## src/rtl/cpu_pkg.sv

```systemverilog
// Shared fetch-PC types: PC-generator state, redirect priority encoding and the boot vector.
package cpu_pkg;

  typedef enum logic [1:0] {
    ST_BOOT = 2'd0,
    ST_RUN  = 2'd1,
    ST_PEND = 2'd2
  } pc_state_e;

  // Numeric order matters: a larger code always outranks a smaller one.
  typedef enum logic [1:0] {
    PRI_NONE = 2'd0,
    PRI_BR   = 2'd1,
    PRI_ERET = 2'd2,
    PRI_EXC  = 2'd3
  } redir_pri_e;

  localparam logic [31:0] RESET_PC_DFLT = 32'hBFC0_0000;

endpackage

```

## src/rtl/redirect_sel.sv

```systemverilog
// Combinational exc > eret > br priority encoder returning {priority, target}.
// Zero latency, no state, no flow control.
module redirect_sel
  import cpu_pkg::*;
#(
  parameter int WIDTH = 32
) (
  input  logic             i_exc_valid,
  input  logic [WIDTH-1:0] i_exc_target,
  input  logic             i_eret_valid,
  input  logic [WIDTH-1:0] i_eret_target,
  input  logic             i_br_valid,
  input  logic [WIDTH-1:0] i_br_target,
  output redir_pri_e       o_pri,
  output logic [WIDTH-1:0] o_target
);

  always_comb begin
    o_pri    = PRI_NONE;
    o_target = '0;
    if (i_exc_valid) begin
      o_pri    = PRI_EXC;
      o_target = i_exc_target;
    end else if (i_eret_valid) begin
      o_pri    = PRI_ERET;
      o_target = i_eret_target;
    end else if (i_br_valid) begin
      o_pri    = PRI_BR;
      o_target = i_br_target;
    end
  end

endmodule

```

## src/rtl/pc_gen.sv

```systemverilog
// Fetch-PC generator: one-cycle redirect/step latency; fetch_ready=0 holds the PC,
// stall holds it and buffers the best redirect until release.
module pc_gen
  import cpu_pkg::*;
#(
  parameter int               WIDTH       = 32,
  parameter logic [WIDTH-1:0] RESET_PC    = WIDTH'(RESET_PC_DFLT),
  parameter int               FETCH_BYTES = 4
) (
  input  logic             clk,
  input  logic             resetn,
  input  logic             stall,
  input  logic             fetch_ready,
  input  logic             exc_valid,
  input  logic [WIDTH-1:0] exc_target,
  input  logic             eret_valid,
  input  logic [WIDTH-1:0] eret_target,
  input  logic             br_valid,
  input  logic [WIDTH-1:0] br_target,
  output logic [WIDTH-1:0] pc,
  output logic             pc_valid,
  output logic             pc_misaligned,
  output logic             redirect_pending
);

  localparam int ALIGN_BITS = $clog2(FETCH_BYTES);

  pc_state_e        r_state, w_state_nxt;
  logic [WIDTH-1:0] r_pc, w_pc_nxt;
  redir_pri_e       r_buf_pri, w_buf_pri_nxt;
  logic [WIDTH-1:0] r_buf_tgt, w_buf_tgt_nxt;

  redir_pri_e       w_live_pri, w_mrg_slot, w_mrg_pri;
  logic [WIDTH-1:0] w_live_tgt, w_mrg_tgt;
  logic             w_buf_wins;

  redirect_sel #(.WIDTH(WIDTH)) u_live_sel (
    .i_exc_valid  (exc_valid),
    .i_exc_target (exc_target),
    .i_eret_valid (eret_valid),
    .i_eret_target(eret_target),
    .i_br_valid   (br_valid),
    .i_br_target  (br_target),
    .o_pri        (w_live_pri),
    .o_target     (w_live_tgt)
  );

  // Buffer sits in the top slot only when it outranks or ties the live pick.
  assign w_buf_wins = (r_buf_pri != PRI_NONE) && (r_buf_pri >= w_live_pri);

  redirect_sel #(.WIDTH(WIDTH)) u_merge_sel (
    .i_exc_valid  (w_buf_wins),
    .i_exc_target (r_buf_tgt),
    .i_eret_valid (w_live_pri != PRI_NONE),
    .i_eret_target(w_live_tgt),
    .i_br_valid   (1'b0),
    .i_br_target  ({WIDTH{1'b0}}),
    .o_pri        (w_mrg_slot),
    .o_target     (w_mrg_tgt)
  );

  assign w_mrg_pri = (w_mrg_slot == PRI_EXC) ? r_buf_pri : w_live_pri;

  always_comb begin
    w_state_nxt   = r_state;
    w_pc_nxt      = r_pc;
    w_buf_pri_nxt = r_buf_pri;
    w_buf_tgt_nxt = r_buf_tgt;
    case (r_state)
      ST_BOOT: w_state_nxt = ST_RUN;
      ST_RUN: begin
        if (!stall) begin
          if (w_live_pri != PRI_NONE) w_pc_nxt = w_live_tgt;
          else if (fetch_ready)       w_pc_nxt = r_pc + WIDTH'(FETCH_BYTES);
        end else if (w_live_pri != PRI_NONE) begin
          w_buf_pri_nxt = w_live_pri;
          w_buf_tgt_nxt = w_live_tgt;
          w_state_nxt   = ST_PEND;
        end
      end
      ST_PEND: begin
        if (stall) begin
          w_buf_pri_nxt = w_mrg_pri;
          w_buf_tgt_nxt = w_mrg_tgt;
        end else begin
          w_pc_nxt      = w_mrg_tgt;
          w_buf_pri_nxt = PRI_NONE;
          w_buf_tgt_nxt = '0;
          w_state_nxt   = ST_RUN;
        end
      end
      default: w_state_nxt = ST_BOOT;
    endcase
  end

  always_ff @(posedge clk or negedge resetn) begin
    if (!resetn) begin
      r_state   <= ST_BOOT;
      r_pc      <= RESET_PC;
      r_buf_pri <= PRI_NONE;
      r_buf_tgt <= '0;
    end else begin
      r_state   <= w_state_nxt;
      r_pc      <= w_pc_nxt;
      r_buf_pri <= w_buf_pri_nxt;
      r_buf_tgt <= w_buf_tgt_nxt;
    end
  end

  assign pc               = r_pc;
  assign pc_valid         = (r_state != ST_BOOT);
  assign pc_misaligned    = |r_pc[ALIGN_BITS-1:0];
  assign redirect_pending = (r_state == ST_PEND);

endmodule
```

## config.mk

```make
export PLATFORM = sky130hd
export DESIGN_NAME = pc_gen
export DESIGN_NICKNAME = d
export VERILOG_FILES = /design/src/rtl/cpu_pkg.sv /design/src/rtl/redirect_sel.sv /design/src/rtl/pc_gen.sv
export SDC_FILE = /design/constraint.sdc
export NUM_CORES = 1
export LEC_CHECK = 0
export ABC_AREA = 1
export ABC_CLOCK_PERIOD_IN_PS = 1900
export CORE_AREA = 2 2 110 112
export DETAILED_ROUTE_END_ITERATION = 8
export DIE_AREA = 0 0 112 114
export HOLD_SLACK_MARGIN = 0.1
export PLACE_DENSITY = 0.88
export RECOVER_POWER = 25
export SETUP_SLACK_MARGIN = 0.15
export SLEW_MARGIN = 20
export SYNTH_ARGS = -nofsm -noshare
export SYNTH_HDL_FRONTEND = slang
export SYNTH_SLANG_ARGS = --single-unit
```

## constraint.sdc

```tcl
create_clock -name clk -period 1.9 [get_ports clk]
set_input_delay 0.19 -clock clk [delete_from_list [all_inputs] [get_ports clk]]
set_output_delay 0.19 -clock clk [all_outputs]
set_load 0.01 [all_outputs]
```

After elaboration in Yosys (flattened, before gate mapping)
Cells that the tools add are included.

word-level totals
  register bits after elaboration = 68

cells by class
  add/sub/neg operators = 1
  $lt $le $gt $ge = 1
  equal/unequal tests = 9
  multiplexer cells = 28
  reductions and logical operators = 11

operators by type and width
  operator                                               number
  2-to-1 mux 32 bit                                      12
  one-hot mux 32 bit (2 select lines)                    2
  adder 32 x 3 -> 32 bit, second input constant          1
  2-to-1 mux 2 bit                                       11
  AND reduction 4 bit                                    2
  nonzero test 2 bit                                     4
  inequality test 2 bit, second input constant           3
  one-hot mux 2 bit (3 select lines)                     1
  AND reduction 3 bit                                    2
  equality test 2 bit, second input constant             2
  one-hot mux 2 bit (2 select lines)                     1
  inequality test 3 x 2 -> 1 bit, second input constant  1
  inequality test 3 bit, second input constant           1
  equality test 2 x 1 -> 1 bit, second input constant    1
  greater-or-equal comparator 2 bit                      1
  logical NOT 2 bit                                      1
  inequality test 2 x 1 -> 1 bit, second input constant  1
  OR reduction 2 bit                                     1
  logical AND 1 bit                                      1
  2-to-1 mux 1 bit                                       1

Longest topological paths before layout
  word-level depth = 10
  mapped depth = 15
  gate-level depth less buffers = 13

Cells and area by module
Synthesis repeated with hierarchy kept, for this count alone.

unflattened totals
  cell total of the unflattened synthesis = 926
  area total of the unflattened synthesis = 6824.0 µm²

modules (own cells, without submodules)
  module        instances  cells an instance  area each (µm²)  seq. area each (µm²)
  pc_gen        1          624                4797.1           1712.9
  redirect_sel  2          151                1013.5           0.0

Worst setup path after synthesis
OpenSTA, ideal clock, no wires.

  kind = flip-flop to flip-flop
  from = register r_state[0]
  to = register r_pc[2], in the netlist pc[2]
  library setup time = 0.123 ns
  arrival time = 1.707 ns
  data required time = 1.777 ns
  path slack = 0.070 ns
  stages on the path, launching flop included = 11
  cells stage by stage = dfrtp_1 -> inv_1 -> ha_1 -> inv_2 -> a21oi_1 -> nor2_1 -> o31ai_4 -> buf_2 -> nor2_1 -> o21ai_0 -> nand2_1

on the way
  cells in the longest elaborated chain, start to end = 3

RTL lines
  item                                                                          line           text
  start, declared                                                               pc_gen.sv:28   pc_state_e r_state, w_state_nxt;
  start signal, assigned                                                        pc_gen.sv:103  r_state <= w_state_nxt;
  equality test 2 bit *                                                         n/a
  via redirect_pending                                                          pc_gen.sv:23   output logic redirect_pending
  inequality test 2 bit (no line) / nonzero test 2 bit (equally long branches)  n/a
  AND reduction 4 bit (no line)                                                 n/a
  end signal, assigned                                                          pc_gen.sv:104  r_pc <= w_pc_nxt;
  end, declared                                                                 pc_gen.sv:29   logic [WIDTH-1:0] r_pc, w_pc_nxt;

Mark *: on every way through the listed nets, which the timed path passes. The rest lies on a longest branch.
A chain may end at the register's enable or synchronous reset.

Worst setup path in the final report
  from = register r_pc[2], in the netlist pc[2]
  to = register r_pc[6], in the netlist pc[6]

on the way
  cells in the longest elaborated chain, start to end = 5

RTL lines
  item                                 line          text
  adder 32 x 3 -> 32 bit               pc_gen.sv:74  else if (fetch_ready) w_pc_nxt = r_pc + WIDTH'(FETCH_BYTES);
  2-to-1 mux 32 bit                    pc_gen.sv:74
  2-to-1 mux 32 bit                    pc_gen.sv:73  if (w_live_pri != PRI_NONE) w_pc_nxt = w_live_tgt;
  2-to-1 mux 32 bit                    pc_gen.sv:72  if (!stall) begin
  one-hot mux 32 bit (2 select lines)  pc_gen.sv:69  case (r_state)

Every way passes these cells. The select of a mux whose other input is x is not followed.

==> flow_summary_export.csv <==
group,metric,value,unit
power_and_ir_drop,clockPowerShare,0.122,
placed_design,port_buffers,137,
layout,fin_area,8509,um2
floorplan,pin_count,138,
layout,utilization,0.7266,
floorplan,rows,40,
synthesis,synth_compound_area_frac,0.1465,
detailed_routing,dr.pass1.iters,6,
worst_hold_path,min-delay-start,"exc_valid",
layout,antennaDiodeCount,0,
synthesis,synth_xor_area_frac,0.004572,
detailed_routing,wire_per_inst,17.07,um
clock_tree,cts.sinks,68,
timing,fin_tns_setup,0,ns
clock_tree,cts_tree,"built",
floorplan,initial_core_util,0.4907,
detailed_routing,ant_nets,0,
synthesis,ys_seq_elements,68,
timing,setup_viol,0,
detailed_routing,drt_iter0_drc,1128,
timing,fmaxAchievable,550.6,MHz
global_routing,grt_antenna_before_repair,0,
worst_setup_path,required,2.12,ns
worst_setup_path,r2r_start,"pc[2]$_DFFE_PN0P_",
worst_setup_path,r2r-end,"pc[6]$_DFFE_PN0P_",
timing,finClkSkew,0.006358,ns
synthesis,ys.warnings.count,0,
worst_setup_path,critical_path_class,"reg2reg",
placed_design,dpl_cell_area,7731,um2
clock_tree,cts.path.max_buffers,2,
power_and_ir_drop,p_leak,4.180,nW
clock_tree,insertion_delay,0.34,ns
placed_design,dp_hpwl,13.87,mm
timing,period_share,0.9559,
power_and_ir_drop,power_switching,6.510,mW
clock_tree,cts_buffers,9,
detailed_routing,wl,22.76,mm
synthesis,ys_async_sr_fraction,1.000,
global_routing,grt_max_degree,69,
synthesis,syn-num-nets,1102,
synthesis,synth_top_family_by_area,"simple AND/OR/NAND/NOR gates",
floorplan,core_area,11710,um2
floorplan,fp.dieW,112,um
worst_hold_path,holdPathStages,5,
timing,period_needed,1.816,ns
clock_tree,cts-root-buf,"clkbuf_16",
timing,worstMarginPinSlew,1.023,ns
outcome,status,"complete, no violations",
clock_tree,htreeDepth,3,
layout,fin_nets,1290,
worst_setup_path,startpoint,"pc[2]$_DFFE_PN0P_",
detailed_routing,drcViolationCount,0,
clock_tree,cts.clk_slew.worst_paths,0.06,ns
worst_setup_path,arrival,2.04,ns
detailed_routing,vias,7715,
worst_setup_path,endpoint_kind,"register",
timing,rsz0062_at_grt,"yes",
job,drv_cap,0,
timing,relSlewSlack,0.3183,
power_and_ir_drop,power.switching_fraction,0.4676,
timing,final-max-slew-violation-count,0,
placed_design,place.gp.congestion,0.9296,
power_and_ir_drop,peakVddDrop,0.8317,mV
global_routing,grt_pass1_wl,33.71,mm
timing,hold_slack,0.4417,ns
synthesis,synth_cells,993,
floorplan,dieArea,12770,um2
worst_setup_path,cp-start-kind,"register",
synthesis,syn_area,5747,um2
layout,area_growth,48.07,%
floorplan,die_h,114,um
timing,setup_slack,0.08372,ns
power_and_ir_drop,p_int,7.412,mW
worst_setup_path,ff2ff_path_depth,8,
global_routing,grt_pass1_vias,7098,
timing,finalHoldViolCount,0,
worst_setup_path,worstPathMaxFanout,4,
placed_design,numPlacedInstances,1298,
synthesis,synth-edff-count,0,
power_and_ir_drop,power_frac_comb,0.657,
power_and_ir_drop,p_seq_frac,0.221,
worst_hold_path,whs_endpoint,"r_buf_pri[0]$_DFFE_PN0P_",
worst_hold_path,min_path_type,"in2reg",
detailed_routing,vias_per_cell,5.788,
layout,drive_gt1_frac,0.1467,
layout,fin_cells,1333,
power_and_ir_drop,pwr_density_cell,1636,nW/um2
global_routing,overflow,0,
worst_setup_path,ff2ff_setup_slack,0.08,ns
synthesis,synth.distinct_cells,34,
placed_design,pre_cts_ws,-0.2007,ns
power_and_ir_drop,power,13.92,mW
synthesis,synthAdderAreaFrac,0.01306,
synthesis,synth_ff_type,"dfrtp_1",
synthesis,yosysSeqAreaShare,0.2981,
synthesis,synth_area_per_cell,5.787,um2
synthesis,synth_mux_area_frac,0,
synthesis,synth-simple-area-share,0.4387,
global_routing,gr-usage-all-layers,0.3263,
-- layout make-up --
cell class / instances / area, um2
clock inverters: 2 / 35.03
well taps: 147 / 183.9
repair buffers: 227 / 2312
clock buffers: 14 / 254.0
fillers: 842 / 3202
inverters: 87 / 334.1
flip-flops and latches: 68 / 1717
multi-input cells: 788 / 3674
-- power by group through the flow --
stage | Sequential (mW) | Clock [mW] | Combinational [mW]
after floorplan | 2.99 | 0 | 4.34
after global placement | 2.97 | 0 | 7.19
after detailed placement | 2.99 | 0 | 7.35
after CTS | 2.97 | 1.69 | 7.89
after global routing | 3.16 | 1.75 | 9.85
final | 3.07 | 1.70 | 9.15
-- kinds of logic (layout without fill, tap and decap cells) --
family,after synthesis,count (layout)
flip-flops,68,68
AO/OA/AOI/OAI,150,150
XOR/XNOR,3,3
buffers and inverters,137,330
adder cells (fa/ha/maj),6,6
AND/OR/NAND/NOR,629,629
-- worst max-delay path: stages (launching register included) --
cell	delay, ns
dfrtp_1	0.44
ha_4	0.20
nand3_1	0.14
nand2_1	0.08
o211ai_1	0.15
nand2_1	0.13
o21ai_0	0.30
o21bai_1	0.18
nand2_1	0.07
-- what timing repair did --
action | 4_1_cts | 5_1_grt
cloned | 2 | 2
pin swaps | 1 | 19
hold buffers | 1 | 0
hold endpoints to repair | 59 | 0
setup endpoints to repair | 44 | 67
setup buffers | 5 | 9
resized for setup | 19 | 70
-- layer usage --
layer / wire (um) / vias to the layer above / global-route usage
met1: 8377 / 3489 / 0.4104
met5: 0 / - / 0
met2: 10540 / 591 / 0.5398
met3: 2702 / 122 / 0.06323
met4: 1138 / 0 / 0.1634
li1: - / 3513 / -
-- sequential cells by signal, indices dropped and copies added, names as in the netlist --
signal,flops
r_state,2
r_buf_tgt,32
r_buf_pri,2
pc,32
-- cell usage after synthesis, types with 3 or more instances --
library cell,count,area share
a21boi_1,12,0.016
a21oi_1,69,0.060
buf_1,3,0.0020
buf_2,17,0.015
buf_4,5,0.0065
clkbuf_1,23,0.015
dfrtp_1,59,0.26
dfstp_2,9,0.041
ha_1,6,0.013
inv_1,83,0.054
inv_2,4,0.0026
nand2_1,428,0.28
nand3_1,94,0.082
nor2_1,96,0.063
o211ai_1,5,0.0065
o21ai_0,39,0.034
o21ai_1,12,0.010
o21bai_1,4,0.0052
or2_2,3,0.0033
-- how the worst max path moves through the flow --
stage | cells past startpoint | endpoint | slack, ns
floorplan | 10 | pc[2]$_DFFE_PN0P_ | 0.16
global route | 11 | pc[22]$_DFFE_PN1P_ | 0.03
CTS | 12 | r_buf_tgt[5]$_DFFE_PN0P_ | 0.15
detailed placement | 10 | r_buf_tgt[6]$_DFFE_PN0P_ | -0.20
finish | 8 | pc[6]$_DFFE_PN0P_ | 0.08
global placement | 11 | pc[7]$_DFFE_PN0P_ | -0.17
-- placed cells by master (no fill, tap or decap), types with 2 or more instances in the layout --
cell type        count
nand2_1            415
clkdlybuf4s50_1    132
nand3_1             91
nor2_1              81
inv_1               79
a21oi_1             63
buf_4               63
dfrtp_1             56
o21ai_0             29
o21ai_1             21
nand2_2             12
a21boi_1            12
buf_12              12
clkbuf_16           11
nor2_4               9
dfstp_2              9
buf_6                9
nor2_2               8
inv_2                6
a21oi_2              6
o211ai_1             5
o21bai_1             4
clkbuf_1             4
or2_2                3
nand3_2              3
ha_1                 3
dfrtp_2              3
a21oi_4              2
nand2_4              2
xor2_1               2
a31oi_1              2
a22oi_1              2
a2bb2oi_1            2
and2_1               2
ha_4                 2
dlymetal6s2s_1       2
No activity file was read; power rests on OpenSTA's default activity.
